$ cat src/rtl/water_zone_ctrl_pkg.sv
// Shared constants for the irrigation zone controller: state encodings,
// default thresholds and the zone index type.
package water_zone_ctrl_pkg;

  localparam int DEF_N_ZONES     = 4;
  localparam int DEF_MOIST_W     = 8;
  localparam int DEF_DRY_TH      = 64;
  localparam int DEF_WET_TH      = 128;
  localparam int DEF_LVL_W       = 2;
  localparam int DEF_PUMP_MIN_ON = 8;
  localparam int DEF_WATER_MAX   = 16;

  localparam logic [0:0] P_OFF   = 1'b0;
  localparam logic [0:0] P_ON    = 1'b1;
  localparam logic [0:0] Z_IDLE  = 1'b0;
  localparam logic [0:0] Z_WATER = 1'b1;

  typedef logic [2:0] zone_idx_t;

endpackage

$ cat src/rtl/water_zone_ctrl_zone_hysteresis.sv
// Per-zone dry/wet hysteresis: demand sets below DRY_TH, clears at or above
// WET_TH, and holds in between.
module zone_hysteresis
  import water_zone_ctrl_pkg::*;
#(
  parameter int MOIST_W = DEF_MOIST_W,
  parameter int DRY_TH  = DEF_DRY_TH,
  parameter int WET_TH  = DEF_WET_TH
) (
  input  logic               CLK,
  input  logic               Reset,
  input  logic [MOIST_W-1:0] moisture,
  output logic               dem
);

  // One extra bit so a threshold equal to 2**MOIST_W is still representable.
  localparam logic [MOIST_W:0] DRY_V = (MOIST_W + 1)'(DRY_TH);
  localparam logic [MOIST_W:0] WET_V = (MOIST_W + 1)'(WET_TH);

  logic dem_q;
  logic dem_d;

  always_comb begin
    dem_d = dem_q;
    if ({1'b0, moisture} < DRY_V) begin
      dem_d = 1'b1;
    end else if ({1'b0, moisture} >= WET_V) begin
      dem_d = 1'b0;
    end
  end

  always_ff @(posedge CLK) begin
    if (Reset) begin
      dem_q <= 1'b0;
    end else begin
      dem_q <= dem_d;
    end
  end

  assign dem = dem_q;

endmodule

$ cat src/rtl/water_zone_ctrl.sv
// Tank pump with minimum on-time plus a round-robin scheduler that waters one
// irrigation zone at a time, with per-turn timeout and dry-tank abort.
module water_zone_ctrl
  import water_zone_ctrl_pkg::*;
#(
  parameter int N_ZONES     = DEF_N_ZONES,
  parameter int MOIST_W     = DEF_MOIST_W,
  parameter int DRY_TH      = DEF_DRY_TH,
  parameter int WET_TH      = DEF_WET_TH,
  parameter int LVL_W       = DEF_LVL_W,
  parameter int PUMP_MIN_ON = DEF_PUMP_MIN_ON,
  parameter int WATER_MAX   = DEF_WATER_MAX
) (
  input  logic                       CLK,
  input  logic                       Reset,
  input  logic [N_ZONES*MOIST_W-1:0] Moisture_sensor,
  input  logic [LVL_W-1:0]           Water_sensor,
  output logic                       Pump,
  output logic [N_ZONES-1:0]         Sprinkler,
  output logic                       Tank_low,
  output logic [2:0]                 Active_zone,
  output logic                       Timeout_flag
);

  localparam int ON_W = $clog2(PUMP_MIN_ON + 1);
  localparam int WC_W = (WATER_MAX > 1) ? $clog2(WATER_MAX) : 1;
  localparam logic [ON_W-1:0]  ON_SAT   = ON_W'(PUMP_MIN_ON);
  localparam logic [ON_W-1:0]  ON_LAST  = ON_W'(PUMP_MIN_ON - 1);
  localparam logic [WC_W-1:0]  WC_LAST  = WC_W'(WATER_MAX - 1);
  localparam logic [LVL_W-1:0] LVL_FULL = '1;

  logic [N_ZONES-1:0] dem;

  genvar gi;
  generate
    for (gi = 0; gi < N_ZONES; gi++) begin : g_zone
      zone_hysteresis #(
        .MOIST_W (MOIST_W),
        .DRY_TH  (DRY_TH),
        .WET_TH  (WET_TH)
      ) u_hyst (
        .CLK      (CLK),
        .Reset    (Reset),
        .moisture (Moisture_sensor[gi*MOIST_W +: MOIST_W]),
        .dem      (dem[gi])
      );
    end
  endgenerate

  logic tank_empty;
  logic tank_full;
  assign tank_empty = (Water_sensor == '0);
  assign tank_full  = (Water_sensor == LVL_FULL);

  // First demanding zone at or after 'start', wrapping modulo N_ZONES.
  function automatic void pick_zone(
    input  logic [N_ZONES-1:0] req,
    input  zone_idx_t          start,
    output logic               found,
    output zone_idx_t          idx,
    output logic [N_ZONES-1:0] oh
  );
    logic [N_ZONES-1:0] cand;
    int k;
    found = 1'b0;
    idx   = '0;
    oh    = '0;
    for (int i = N_ZONES - 1; i >= 0; i--) begin
      k    = (int'(start) + i) % N_ZONES;
      cand = N_ZONES'(1) << k;
      if (|(req & cand)) begin
        found = 1'b1;
        idx   = zone_idx_t'(k);
        oh    = cand;
      end
    end
  endfunction

  logic [0:0]      pump_st_q, pump_st_d;
  logic [ON_W-1:0] on_cnt_q, on_cnt_d;

  always_comb begin
    pump_st_d = pump_st_q;
    on_cnt_d  = on_cnt_q;
    case (pump_st_q)
      P_OFF: begin
        if (tank_empty) begin
          pump_st_d = P_ON;
          on_cnt_d  = '0;
        end
      end
      default: begin
        if (tank_full && (on_cnt_q >= ON_LAST)) begin
          pump_st_d = P_OFF;
        end else if (on_cnt_q != ON_SAT) begin
          on_cnt_d = on_cnt_q + ON_W'(1);
        end
      end
    endcase
  end

  logic [0:0]         zone_st_q, zone_st_d;
  zone_idx_t          active_q, active_d;
  logic [N_ZONES-1:0] sprk_q, sprk_d;
  logic [WC_W-1:0]    wcnt_q, wcnt_d;
  zone_idx_t          rr_q, rr_d;
  logic               tmo_q, tmo_d;
  logic               tank_low_q;
  logic               pick_found;
  zone_idx_t          pick_idx;
  logic [N_ZONES-1:0] pick_oh;
  logic               active_dem;

  // sprk_q is the one-hot of the active zone, so it selects that zone's demand.
  assign active_dem = |(dem & sprk_q);

  always_comb begin
    zone_st_d = zone_st_q;
    active_d  = active_q;
    sprk_d    = sprk_q;
    wcnt_d    = wcnt_q;
    rr_d      = rr_q;
    tmo_d     = 1'b0;
    pick_zone(dem, rr_q, pick_found, pick_idx, pick_oh);
    case (zone_st_q)
      Z_IDLE: begin
        if (pick_found && !tank_empty) begin
          zone_st_d = Z_WATER;
          active_d  = pick_idx;
          sprk_d    = pick_oh;
          wcnt_d    = '0;
        end
      end
      default: begin
        if (tank_empty || !active_dem || (wcnt_q == WC_LAST)) begin
          zone_st_d = Z_IDLE;
          active_d  = '0;
          sprk_d    = '0;
          wcnt_d    = '0;
          rr_d      = zone_idx_t'((int'(active_q) + 1) % N_ZONES);
          tmo_d     = !tank_empty && active_dem;
        end else begin
          wcnt_d = wcnt_q + WC_W'(1);
        end
      end
    endcase
  end

  always_ff @(posedge CLK) begin
    if (Reset) begin
      pump_st_q  <= P_OFF;
      on_cnt_q   <= '0;
      zone_st_q  <= Z_IDLE;
      active_q   <= '0;
      sprk_q     <= '0;
      wcnt_q     <= '0;
      rr_q       <= '0;
      tmo_q      <= 1'b0;
      tank_low_q <= 1'b0;
    end else begin
      pump_st_q  <= pump_st_d;
      on_cnt_q   <= on_cnt_d;
      zone_st_q  <= zone_st_d;
      active_q   <= active_d;
      sprk_q     <= sprk_d;
      wcnt_q     <= wcnt_d;
      rr_q       <= rr_d;
      tmo_q      <= tmo_d;
      tank_low_q <= tank_empty;
    end
  end

  assign Pump         = (pump_st_q == P_ON);
  assign Sprinkler    = sprk_q;
  assign Active_zone  = active_q;
  assign Timeout_flag = tmo_q;
  assign Tank_low     = tank_low_q;

endmodule

$ cat config.mk
export PLATFORM = sky130hd
export DESIGN_NAME = water_zone_ctrl
export DESIGN_NICKNAME = d
export VERILOG_FILES = /design/src/rtl/water_zone_ctrl_pkg.sv /design/src/rtl/water_zone_ctrl_zone_hysteresis.sv /design/src/rtl/water_zone_ctrl.sv
export SDC_FILE = /design/constraint.sdc
export NUM_CORES = 1
export LEC_CHECK = 0
export ABC_AREA = 1
export CAP_MARGIN = 40
export CORE_MARGIN = 8
export CORE_UTILIZATION = 50
export DETAILED_ROUTE_END_ITERATION = 6
export PLACE_DENSITY = 0.84
export SLEW_MARGIN = 5
export SYNTH_ARGS = -nofsm -noshare
export SYNTH_HDL_FRONTEND = slang
export SYNTH_SLANG_ARGS = --single-unit
$ cat constraint.sdc
create_clock -name CLK -period 4.9 [get_ports CLK]
set_input_delay 0.49 -clock CLK [delete_from_list [all_inputs] [get_ports CLK]]
set_output_delay 0.49 -clock CLK [all_outputs]
set_load 0.02 [all_outputs]
==> results of run 1 <==
-- registers in the layout (all words and copies together) (netlist names) --
register	flops
zone_st_q	1
wcnt_q	4
on_cnt_q	4
Timeout_flag	1
Tank_low	1
rr_q	2
Active_zone	2
Sprinkler	4
g_zone.u_hyst.dem	4
Pump	1
-- placed cells by master, fill, tap and decap left out, drive strengths merged, types with 2 or more instances in the layout --
cell            n
nand2          57
inv            29
ha              7
o21ai           7
clkdlybuf4s50  20
nand3          19
dfxtp          24
xnor2           2
nor3            4
o211ai          3
nand4           3
a211oi          6
clkbuf          4
o22ai           4
a21oi          17
nor2           16
-- metal layers --
metal	track usage	vias to the layer above	part of all wire
li1	-	711	-
met1	0.137	608	0.44
met2	0.249	16	0.52
met3	0.0169	2	0.025
met4	0.0416	0	0.0094
met5	0	-	0
-- worst min-delay path by stage --
| stage | from | endpoint | cells after the start |
|---|---|---|---|
| floorplan | wcnt_q[0] | wcnt_q[0] | 1 |
| finish | wcnt_q[0] | wcnt_q[0] | 1 |
| CTS | wcnt_q[0] | wcnt_q[0] | 1 |
| global placement | wcnt_q[1] | wcnt_q[1] | 2 |
| detailed placement | wcnt_q[0] | wcnt_q[0] | 1 |
| global route | wcnt_q[0] | wcnt_q[0] | 1 |
-- stage by stage --
stage | hold slack [ns] | std cells | area, um2 | power, W
floorplan | 0.448 | 207 | 1520 | 0.000340
global placement | 0.472 | 255 | 1730 | 0.000378
detailed placement | 0.480 | 255 | 1730 | 0.000380
CTS | 0.503 | 259 | 1760 | 0.000484
global route | 0.520 | 259 | 1760 | 0.000508
finish | 0.502 | 259 | 1760 | 0.000480
-- cells by family (layout without fill, tap and decap cells) --
group / Yosys count / after routing / synth area share
adders and majority gates: 7 / 7 / 0.0576
DFF: 24 / 24 / 0.316
xor gates and xnor gates: 3 / 3 / 0.0173
other: 1 / 1 / 0.00246
buffers and inverters: 35 / 54 / 0.0995
AOI/OAI and AO/OA: 37 / 37 / 0.152
and+or+nand+nor: 100 / 100 / 0.355
-- final cells by class --
type / instances / area (um2) / area share
clock buffers: 4 / 36.3 / 0.0206
inverters: 30 / 114 / 0.0646
multi-input cells: 148 / 890 / 0.505
flip-flops and latches: 24 / 480 / 0.273
well taps: 33 / 41.3 / 0.0234
repair buffers: 20 / 200 / 0.114
-- where the power goes --
group | leakage [nW] | internal (W) | switching, W
combinational | 0.513 | 0.0000610 | 0.0000945
clock | 0.0210 | 0.0000455 | 0.0000579
sequential | 0.196 | 0.000208 | 0.0000130
total | 0.730 | 0.000315 | 0.000165
==> metrics.txt, run 1 <==
TritonCTS clock tree yes; R2R Path Start rr_q[0]; DR pass1 iterations 4; Layout Utilization 0.592; Core Area a little under 3000 um2; top-count cell post-synth nand2_1; worst hold path type register to register; WL/cell about 12 um; post-synthesis average cell area approximately 7.4 um2; Rel. slew slack 0.503; top cell type's share of synthesized area 0.316; layout cell share with drive strength beyond 1 0.150; Netlist cell types 30; CTS root buf clkbuf_4; worst setup path start rr_q[0]; share of the clock period used by the worst path 0.386; GPL Wtd Cong roughly 0.8; P&R area growth vs syn 15.8%; arrival time at the worst endpoint roughly 2.1 ns; Worst Reg-to-Reg Cells 10; Tmin final between 1.5 and 2 ns; CP max-delay cell dfxtp_1; CTS Buf Count 3; r2r endpoint Sprinkler[2]; # Post-CTS Setup Buffers 0; Antenna Cells 0; dpl ws between 2 and 3 ns; GRT overflow 0; initial antenna violation count 0; Commonest cells post-synth nand2_1, inv_1, dfxtp_1, nand3_1; I/O pins 46; via/cell ratio just over 5; peak fanout along the critical path 10; Mapped Nets 250; number of DRC markers in iteration 0 between 100 and 150; synth top area cells dfxtp_1, nand2_1, inv_1; crit path cell chain inv_1, ha_1, nand2_1, nand2_2, nor2_8, nand4_4, nand3_4, inv_2, nand3_1, a21oi_1; Rows 20; DRT Wirelength 3.08 mm; Async SR Flop Fraction 0; crit path kind register to register; skew final around 0.012 ns; total number of vias 1337; CP peak stage delay roughly 0.45 ns; total negative slack 0 ns; Levels on crit path 10; Setup violations, final 0; # clock sinks 24; max_cap viols 0; # port buffers 20; Tot GR Track Use 0.128; Yosys reg bits 24; slack of the worst reg-to-reg path approximately 3.0 ns; Top Family by Delay on Critical Path simple AND/OR/NAND/NOR gates; Starting Density 0.511; Top FF cell, synth dfxtp_1; area of the mapped netlist around 1500 um2; hold buffers post-CTS 0; PD cells roughly 270 nW/um2; Die H ~71 um; Critical Path Start Type register; crit end category register; Cells after Synth ~210; RSZ-0062 raised after global routing false; required time of the critical path 5.09 ns; LEAKAGE 0.730 nW; Reg clk slew, reported paths 0.13 ns; Chip Width roughly 71 um; Least-Margin Pin Slew ~0.74 ns; DRT antenna net count 0; first-pass GRT wire length ~5.5 mm; fin nets 270; die area a little over 5000 um2; Worst Path Buf+Inv 2; Max Freq approximately 0.53 GHz; Resize count post-CTS 0; vias in the first global route about 1300; Yosys Warn Count 0; Fillers approximately 280; # DRC 0; CTS max path bufs 2; peak supply drop approximately 0.00021 V; outcome completed; Critical Path End Sprinkler[2]; largest net degree at the start of global routing 19; Clock Latency Late Sink approximately 0.32 ns; H-tree levels 1; Hold Fails Final Rpt 0; post-route setup slack around 3 ns; Final HPWL DP 2.43 mm; fin. max-slew vios 0; Synth area leader dfxtp_1; post-synthesis sequential area ratio 0.316; Post-synth EDFFs 0
(Power assumes the default switching activity.)
==> inputs of run 2 (changes only) <==
--- a/config.mk
+++ b/config.mk
@@ -8,9 +8,9 @@
 export ABC_AREA = 1
 export CAP_MARGIN = 40
 export CORE_MARGIN = 8
-export CORE_UTILIZATION = 50
+export CORE_UTILIZATION = 42
 export DETAILED_ROUTE_END_ITERATION = 6
-export PLACE_DENSITY = 0.84
+export PLACE_DENSITY = 0.76
 export SLEW_MARGIN = 5
 export SYNTH_ARGS = -nofsm -noshare
 export SYNTH_HDL_FRONTEND = slang
==> constraint.sdc (replaced) <==
create_clock -name CLK -period 1.7 [get_ports CLK]
set_input_delay 0.17 -clock CLK [delete_from_list [all_inputs] [get_ports CLK]]
set_output_delay 0.17 -clock CLK [all_outputs]
set_load 0.02 [all_outputs]
==> metrics.txt, run 2 (synthesis results as in run 1) <==
outcome completed; hold buffers post-CTS 0; Max Freq roughly 0.60 GHz; GRT overflow 0; Hold Fails Final Rpt 0; CTS Buf Count 3; CTS max path bufs 2; most frequent cells in the layout nand2_1, dfxtp_1, inv_1, clkdlybuf4s50_1, nand2_2; Rows 22; arrival time at the worst endpoint ~1.9 ns; Setup violations, final 0; DR pass1 iterations 4; post-route insts no fill about 290; TritonCTS clock tree yes; Tmin final roughly 1.7 ns; number of DRC markers in iteration 0 71; peak fanout along the critical path 8; dpl cells roughly 280; WL/cell approximately 12 um; via/cell ratio between 4 and 5; Tot GR Track Use 0.111; Die H between 70 and 80 um; Starting Density 0.425; P&R area growth vs syn 35.9%; die area a little under 6000 um2; share of the clock period used by the worst path 0.977; largest net degree at the start of global routing 14; Core Area approximately 3600 um2; RSZ-0062 raised after global routing true; required time of the critical path 1.90 ns; Layout Utilization 0.578; peak supply drop roughly 0.00039 V; crit path cell chain inv_2, ha_4, nand2_2, nand2_4, nor2_8, nand4_4, nand3_4, inv_4, nand2_1, a21oi_2; fin nets 285; CTS root buf clkbuf_4; total negative slack 0 ns; Clock Latency Late Sink approximately 0.30 ns; layout cell share with drive strength beyond 1 0.333; PD cells 714 nW/um2; first-pass GRT wire length roughly 5.6 mm; DRT antenna net count 0; Chip Width between 70 and 80 um; total number of vias 1424; most common cell after layout, fill and taps aside nand2_1; # port buffers 20; crit path kind register to register; Critical Path Start Type register; initial antenna violation count 0; slack of the worst reg-to-reg path about 0.040 ns; # clock sinks 24; CP peak stage delay roughly 0.40 ns; H-tree levels 1; max_cap viols 0; I/O pins 46; vias in the first global route about 1300; crit end category register; DRT Wirelength approximately 3.5 mm; Antenna Cells 0; total power ~0.0015 W; GPL Wtd Cong 0.890; Reg clk slew, reported paths about 0.12 ns; CP max-delay cell dfxtp_4; # DRC 0; Final HPWL DP roughly 2.7 mm; dpl ws -0.0698 ns; fin. max-slew vios 0; skew final ~0.0055 ns; LEAKAGE 0.838 nW; worst hold path type input pin to register; post-route setup slack a little under 0.04 ns
run 2: metrics by stage:
step	area [um2]	hold slack, ns
after floorplan	1520	0.248
after global placement	1840	0.471
after detailed placement	1840	0.475
after CTS	1880	0.387
after global routing	2070	0.385
final	2070	0.397
run 2: what timing repair did:
action                     CTS  global route
cloned                       0             0
resized for setup            7            44
setup endpoints to repair    9             9
pin swaps                    1            21
buffers inserted             0             2
run 2: power breakdown:
| group | internal, W | switching [W] | total (W) |
|---|---|---|---|
| combinational | 0.000260 | 0.000337 | 0.000597 |
| clock | 0.0000825 | 0.000153 | 0.000235 |
| sequential | 0.000600 | 0.0000446 | 0.000645 |
| total | 0.000942 | 0.000535 | 0.00148 |
run 2: cell type report:
class | instances | area [um2]
sequential | 24 | 488
timing repair buffer | 35 | 324
fill | 346 | 1510
inverter | 30 | 124
multi-input combinational | 148 | 1050
tap | 48 | 60.1
clock buffer | 3 | 22.5
run 2: worst paths after layout:
| check | start | end | cells after the start |
|---|---|---|---|
| min reg2reg | wcnt_q[1] | wcnt_q[1] | 2 |
| max | rr_q[0] | Active_zone[0] | 10 |
| max reg2reg | rr_q[0] | Active_zone[0] | 10 |
| min | Moisture_sensor[31] | g_zone[3].u_hyst.dem | 2 |
run 2: per-layer routing:
layer,up-vias,share of wire,global-route usage
li1,741,-,-
met1,664,0.46,0.134
met4,0,0.010,0.0404
met5,-,0,0
met2,13,0.50,0.189
met3,6,0.024,0.0212
run 2: critical path, delay by kind of cell (launching register included):
kind	cells	cell delay, ns
fa+ha+maj	1	0.19
simple gates	6	0.76
flops	1	0.40
buf+inv	2	0.14
compound gates	1	0.05
==> inputs of run 3 (changes only) <==
--- a/config.mk
+++ b/config.mk
@@ -11,6 +11,7 @@
 export CORE_UTILIZATION = 42
 export DETAILED_ROUTE_END_ITERATION = 6
 export PLACE_DENSITY = 0.76
+export REMOVE_ABC_BUFFERS = 1
 export SLEW_MARGIN = 5
 export SYNTH_ARGS = -nofsm -noshare
 export SYNTH_HDL_FRONTEND = slang
==> metrics.txt, run 3 (synthesis results as in run 1) <==
GRT overflow 0; Chip Width between 70 and 80 um; arrival time at the worst endpoint 1.82 ns; Fillers 324; GPL Wtd Cong approximately 0.83; Met2 Routed Length 1.73 mm; via/cell ratio 4.86; Worst Path Buf+Inv 1; Post-Place Cell Area roughly 1800 um2; met1 WL approximately 1.5 mm; Finished Cell Area around 2000 um2; hold buffers post-CTS 0; TritonCTS clock tree yes; most common cell after layout, fill and taps aside nand2_1; CTS max path bufs 2; DR pass1 iterations 4; post-route insts no fill roughly 290; initial antenna violation count 0; vias in the first global route 1323; Critical Path Start Type register; Setup violations, final 0; CTS Buf Count 3; Max Freq 0.623 GHz; P&R area growth vs syn 31.2%; Worst path most repeated cell nand2_1; DRT Wirelength about 3.4 mm; CTS root buf clkbuf_4; DR WL met3 88 um; # port buffers 20; most frequent cells in the layout nand2_1, dfxtp_1, inv_1, clkdlybuf4s50_1, nand3_1; Top Family by Delay on Critical Path simple AND/OR/NAND/NOR gates; post-route setup slack 0.0941 ns; I/O pins 46; share of the clock period used by the worst path 0.945; worst hold path type input pin to register; Clock Latency Late Sink around 0.32 ns; CP peak stage delay a little under 0.4 ns; Tmin final 1.61 ns; dpl cells 280; Final HPWL DP 2.60 mm; first-pass GRT wire length approximately 5.7 mm; layout cell share with drive strength beyond 1 0.270; Core Area 3580 um2; required time of the critical path 1.92 ns; outcome completed; Reg clk slew, reported paths ~0.13 ns; DRT antenna net count 0; WL/cell ~12 um; fin. max-slew vios 0; peak fanout along the critical path 8; LEAKAGE approximately 0.8 nW; Starting Density 0.425; top layer in use met4; number of DRC markers in iteration 0 around 70; crit path kind register to register; PD cells around 750 nW/um2; # clock sinks 24; die area slightly below 6000 um2; crit end category register; Hold Fails Final Rpt 0; Rows 22; H-tree levels 1; dpl ws -0.0211 ns; total number of vias 1386; max_cap viols 0; CP max-delay cell dfxtp_4; Antenna Cells 0; # DRC 0; Die H roughly 76 um; fin nets between 200 and 300; skew final slightly below 0.007 ns; largest net degree at the start of global routing 15; peak supply drop 0.000468 V; Tot GR Track Use 0.113; crit path cell chain ha_2, nand2_1, nand2_2, nor2_8, nand4_4, nand3_4, inv_4, nand2_1, a21oi_1
==> run 3: cell types whose count changed in the layout (fill, tap and decap cells not counted), sizes merged <==
| cell | change |
|---|---|
| buf | -4 |
| clkbuf | +1 |
==> run 3: metal layers <==
metal	GRT usage	up-vias
met5	0	-
met4	0.0500	0
met3	0.0165	5
met2	0.198	19
met1	0.132	629
li1	-	733
==> run 3: timing repair <==
item                                    CTS  global route
pin swaps                                 0            17
endpoints found under the setup margin    9            10
gates cloned                              0             0
buffers inserted                          0             1
gates resized for setup                   4            33
==> run 3: report_power, final <==
| part | total [W] | switching (W) | leakage (nW) | internal, W |
|---|---|---|---|---|
| registers | 0.000641 | 0.0000410 | 0.197 | 0.000600 |
| logic | 0.000564 | 0.000319 | 0.600 | 0.000245 |
| clock network | 0.000296 | 0.000165 | 0.0210 | 0.000131 |
| total | 0.00150 | 0.000526 | 0.818 | 0.000976 |
==> run 3: area by class of cell <==
cell class	count	area (um2)	area share
Inverter	30	126	0.0633
Timing Repair Buffer	31	290	0.145
Sequential cell	24	488	0.245
Tap cell	48	60.1	0.0301
Multi-Input combinational cell	148	995	0.498
Clock buffer	4	36.3	0.0182
==> run 3: final timing paths <==
path                          end  slack, ns           startpoint  cells after the start
max                Active_zone[1]       0.09              rr_q[0]                      9
min          g_zone[1].u_hyst.dem       0.39  Moisture_sensor[15]                      2
max reg2reg        Active_zone[1]       0.09              rr_q[0]                      9
min reg2reg             wcnt_q[1]       0.50            wcnt_q[1]                      2
==> run 3: metrics by stage <==
step / utilization / hold WS [ns] / TNS, ns / power (W)
global placement: 0.508 / 0.466 / -0.0345 / 0.00113
detailed placement: 0.508 / 0.479 / -0.0851 / 0.00114
CTS: 0.521 / 0.386 / 0 / 0.00144
finish: 0.558 / 0.394 / 0 / 0.00150
floorplan: - / 0.232 / 0 / 0.000963
global route: 0.558 / 0.383 / -0.0764 / 0.00160
==> variant 1: new RTL, config.mk and constraints of run 3 <==
Register the input `Moisture_sensor` before use. The logic sees it one clock later. The other inputs are not delayed to match.
--- a/src/rtl/water_zone_ctrl.sv
+++ b/src/rtl/water_zone_ctrl.sv
@@ -29,6 +29,12 @@
   localparam logic [WC_W-1:0]  WC_LAST  = WC_W'(WATER_MAX - 1);
   localparam logic [LVL_W-1:0] LVL_FULL = '1;
 
+  logic [N_ZONES*MOIST_W-1:0] Moisture_sensor_q;
+
+  always_ff @(posedge CLK) begin
+    Moisture_sensor_q <= Moisture_sensor;
+  end
+
   logic [N_ZONES-1:0] dem;
 
   genvar gi;
@@ -41,7 +47,7 @@
       ) u_hyst (
         .CLK      (CLK),
         .Reset    (Reset),
-        .moisture (Moisture_sensor[gi*MOIST_W +: MOIST_W]),
+        .moisture (Moisture_sensor_q[gi*MOIST_W +: MOIST_W]),
         .dem      (dem[gi])
       );
     end
Function: changed (a bounded check fails within 4 cycles, from zero or initial values and one cycle with Reset high).
==> variant 1 against run 3 <==
Sequential cell count rose by 8. Largest power group unchanged. Synthesized cell count rose by 2.9%. Setup slack better by 0.013 ns. Total power increased by 38%. Utilization is 1.7 points higher. Final area increased by 3.9%. Sequential power increased by 33%. Synthesized area grew 2.0%. Die area is 1.6% higher. Wire length is 2.6% higher. Count of clock-buffer cells in the layout grew 2. Final cell count up 4.2%.
==> variant 1: results (changes against run 3) <==
.. list-table::
   :header-rows: 1

   * - Metric
     - Value
   * - Status
     - completed
   * - Root cell of the clock tree
     - sky130_fd_sc_hd__clkbuf_8
   * - First-pass GRT wire length
     - 5780 um (+2.0%)
   * - Via count
     - 1,404 (+1.3%)
   * - Worst hold path startpoint
     - Moisture_sensor[30]
   * - Number of fill cells in the layout
     - 346 (+6.8%)
   * - Clock-pin slew on the worst setup and hold paths
     - 0.07 ns (-0.06 ns)
   * - Data-path buffer share of cell area in the final layout
     - 13.6% (-0.91 points)
   * - Number of multi-input combinational cells in the layout
     - 155 (+4.7%)
   * - Placed cell areas
     - 1880 um2 (+3.2%)
   * - Launch point of the worst reg-to-reg path
     - rr_q[1]
   * - DRC marker count from the first detailed-route iteration
     - 122 (+72%)
   * - Largest clock skew in the final design
     - 0.00555 ns (-0.00133 ns)
   * - Global-route usage over all layers
     - 11.6% (+0.28 points)
   * - Fraction of standard cell area that is sequential
     - 31.3% (+6.8 points)
   * - Number of instances resized during post-cts repair
     - 1 (-3)
   * - Maximum number of pins on one net before global-route repair
     - 11 (-4)
   * - Count of distinct cell types in the synthesized netlist
     - 28 (-6.7%)
   * - Net switching power
     - 0.605 mW (+15%)
   * - Power consumption
     - 2.07 mW (+38%)
   * - Clock insertion delay at the later pin of the skew report
     - 0.28 ns (-0.04 ns)
   * - Worst reg-to-reg path cell count
     - 12 (+3)
   * - Top cells by area in the synthesized netlist
     - sky130_fd_sc_hd__dfxtp_1 (41%), sky130_fd_sc_hd__nand2_1 (16%), sky130_fd_sc_hd__nand3_1 (6.1%)
   * - Met3 global-route usage
     - 3.26% (+1.6 points)
   * - Combinational power
     - 0.513 mW (-9.0%)
   * - Synthesized-area fraction occupied by ao, oa, aoi and oai cells
     - 12.5% (-2.7 points)
   * - Fraction of area in multi-input gates
     - 42.6% (-7.2 points)
   * - Max FO, Critical Path
     - 7 (-1)
   * - Met1 layer wirelength in the final routing
     - 1600 um (+6.3%)
   * - Parity-gate share of the synthesized area counting xor and xnor cells
     - 1.69% (-0.033 points)
   * - Total length of routed met2 wires
     - 1680 um (-2.7%)
   * - Via count of the first global-routing pass
     - 1,299 (-1.8%)
   * - Inserted Clock Buffers
     - 5 (+2)
   * - Detailed-routed wire length on met3
     - 129 um (+47%)
   * - Count of non-CTS inverters in the layout
     - 23 (-23%)
   * - Detailed-route wire length
     - 3460 um (+2.6%)
-- variant 1: cell count changes in the layout (fill, tap and decap cells not counted), moves of 5 or more --
cell                      delta
sky130_fd_sc_hd__nand2_1    +22
sky130_fd_sc_hd__dfxtp_1     +8
sky130_fd_sc_hd__a21oi_1     +6
sky130_fd_sc_hd__nand3_1     +6
sky130_fd_sc_hd__nand2_2     -5
sky130_fd_sc_hd__nand2_4     -5
-- variant 1: worst max path at each step --
stage | start | end | slack, ns | cells past startpoint
2_1_floorplan | rr_q[0] | Active_zone[1] | 0.15 | 10
3_3_place_gp | rr_q[0] | wcnt_q[1] | 0.000005 | 9
3_5_place_dp | rr_q[0] | wcnt_q[1] | -0.03 | 9
4_1_cts | rr_q[1] | Active_zone[1] | -0.02 | 12
5_1_grt | rr_q[0] | Active_zone[1] | 0.0007 | 12
6_report | rr_q[1] | Active_zone[1] | 0.11 | 12
==> variant 2: new RTL, settings of run 3 <==
Made on the original files. `DEF_MOIST_W`: 8 -> 10.
--- a/src/rtl/water_zone_ctrl_pkg.sv
+++ b/src/rtl/water_zone_ctrl_pkg.sv
@@ -3,7 +3,7 @@
 package water_zone_ctrl_pkg;
 
   localparam int DEF_N_ZONES     = 4;
-  localparam int DEF_MOIST_W     = 8;
+  localparam int DEF_MOIST_W     = 10;
   localparam int DEF_DRY_TH      = 64;
   localparam int DEF_WET_TH      = 128;
   localparam int DEF_LVL_W       = 2;
Ports: changed (resized Moisture_sensor); port bits go from 46 to 54. The function was not compared with the original's and may differ.
==> variant 2 against run 3 <==
The run now ends with negative setup slack left. Sequential share of layout area down 0.58 points. Sequential cell count is the same. Setup slack lost 0.21 ns. Synthesized area decreased by 3.7%. Wire length grew 16%. First-iteration DRC count fell by 17%. Final area rose by 2.4%. Clock skew shrank 0.0014 ns. Worst hold slack got worse by 0.012 ns. Critical endpoint is now Sprinkler[0]. Highest routed layer unchanged.
Power is not compared: it rests on default switching activity, and its combinational part moved more than twofold at a synthesized area within 25%.
==> variant 2: results (changes against run 3) <==
.. list-table::
   :header-rows: 1

   * - Metric
     - Value
   * - Detailed-route wire length
     - 3930 um (+16%)
   * - Number of fill cells in the layout
     - 321 (-0.93%)
   * - Worst reg-to-reg path cell count
     - 11 (+2)
   * - Final worst slack
     - -0.119 ns (-0.213 ns)
   * - Routed WL per cell
     - 12.8 um (+8.4%)
   * - Total length of routed met2 wires
     - 2070 um (+20%)
   * - Worst-case setup slack after placement
     - -0.103 ns (-0.0814 ns)
   * - Arithmetic-cell share of the synthesized area counting full adders, half adders and majority gates
     - 5.98% (+0.22 points)
   * - Violations in the final reports
     - negative setup slack
   * - Count of distinct cell types in the synthesized netlist
     - 25 (-17%)
   * - Endpoints failing setup
     - 7 (+7)
   * - Status
     - complete, but fails checks
   * - Final-layout setup total negative slack
     - -0.307 ns (-0.307 ns)
   * - Detail-routed via count per cell
     - 5.05 (+3.8%)
   * - Number of setup buffers added after CTS
     - 5 (+5)
   * - Maximum number of pins on one net before global-route repair
     - 14 (-1)
   * - Met1 layer wirelength in the final routing
     - 1670 um (+11%)
   * - DRC marker count from the first detailed-route iteration
     - 59 (-17%)
   * - Capture point of the worst reg-to-reg path
     - Sprinkler[0]
   * - Cell types with the highest counts after synthesis
     - sky130_fd_sc_hd__nand2_1 (59), sky130_fd_sc_hd__nand3_1 (28), sky130_fd_sc_hd__dfxtp_1 (24), sky130_fd_sc_hd__inv_1 (22), sky130_fd_sc_hd__nor2_1 (21)
   * - Top cells by area in the synthesized netlist
     - sky130_fd_sc_hd__dfxtp_1 (33%), sky130_fd_sc_hd__nand2_1 (15%), sky130_fd_sc_hd__nand3_1 (9.6%)
   * - Global routing usage on met2
     - 24.9% (+5.1 points)
   * - Total half-perimeter wirelength after legalization and detailed placement
     - 2780 um (+6.9%)
   * - GRT met1 Usage
     - 15.5% (+2.3 points)
   * - Multi-input logic area
     - 985 um2 (-1.0%)
   * - Syn_area_per_cell
     - 6.66 um2 (-9.4%)
   * - Sequential element share of the synthesized area
     - 32.8% (+1.2 points)
   * - Synthesized-area fraction occupied by ao, oa, aoi and oai cells
     - 12.3% (-2.9 points)
   * - Number of instances resized during post-cts repair
     - 13 (+9)
   * - Parity-gate share of the synthesized area counting xor and xnor cells
     - 1.20% (-0.53 points)
[variant 2: changes by cell type after synthesis, moves of 3 or more]
cell | run 3 | this run
sky130_fd_sc_hd__nand2_1 | 44 | 59
sky130_fd_sc_hd__a211oi_1 | 6 | 2
sky130_fd_sc_hd__nor2_8 | 3 | 0
sky130_fd_sc_hd__nand2_2 | 11 | 5
sky130_fd_sc_hd__a211o_1 | 0 | 4
sky130_fd_sc_hd__a21oi_2 | 5 | 0
sky130_fd_sc_hd__inv_1 | 25 | 22
sky130_fd_sc_hd__o211ai_1 | 3 | 0
sky130_fd_sc_hd__a21oi_1 | 12 | 19
sky130_fd_sc_hd__nand3_1 | 18 | 28
sky130_fd_sc_hd__nor2_1 | 12 | 21
[variant 2: how the worst min path moves through the flow]
stage / start / end / slack (ns) / depth (start not counted)
6_report: Moisture_sensor[9] / g_zone[0].u_hyst.dem / 0.38 / 2
5_1_grt: Moisture_sensor[29] / g_zone[2].u_hyst.dem / 0.37 / 2
4_1_cts: Moisture_sensor[9] / g_zone[0].u_hyst.dem / 0.38 / 2
3_5_place_dp: wcnt_q[0] / wcnt_q[0] / 0.48 / 1
3_3_place_gp: wcnt_q[0] / wcnt_q[0] / 0.47 / 1
2_1_floorplan: Reset / Active_zone[0] / 0.24 / 1
[variant 2: layout make-up]
class | count | share of cell area (%)
sequential | 24 | 23.9
tap | 46 | 2.82
timing repair buffer | 41 | 18.7
clock buffer | 3 | 1.10
inverter | 26 | 5.39
multi-input combinational | 166 | 48.2
[variant 2: kinds of logic (layout without fill, tap and decap cells)]
family                   count (synthesis)  count (layout)
AND/OR/NAND/NOR                        125             125
AO/OA/AOI/OAI                           31              31
buffers and inverters                   30              70
flip-flops                              24              24
adder cells (fa/ha/maj)                  7               7
XOR/XNOR                                 2               2
other                                    1               1
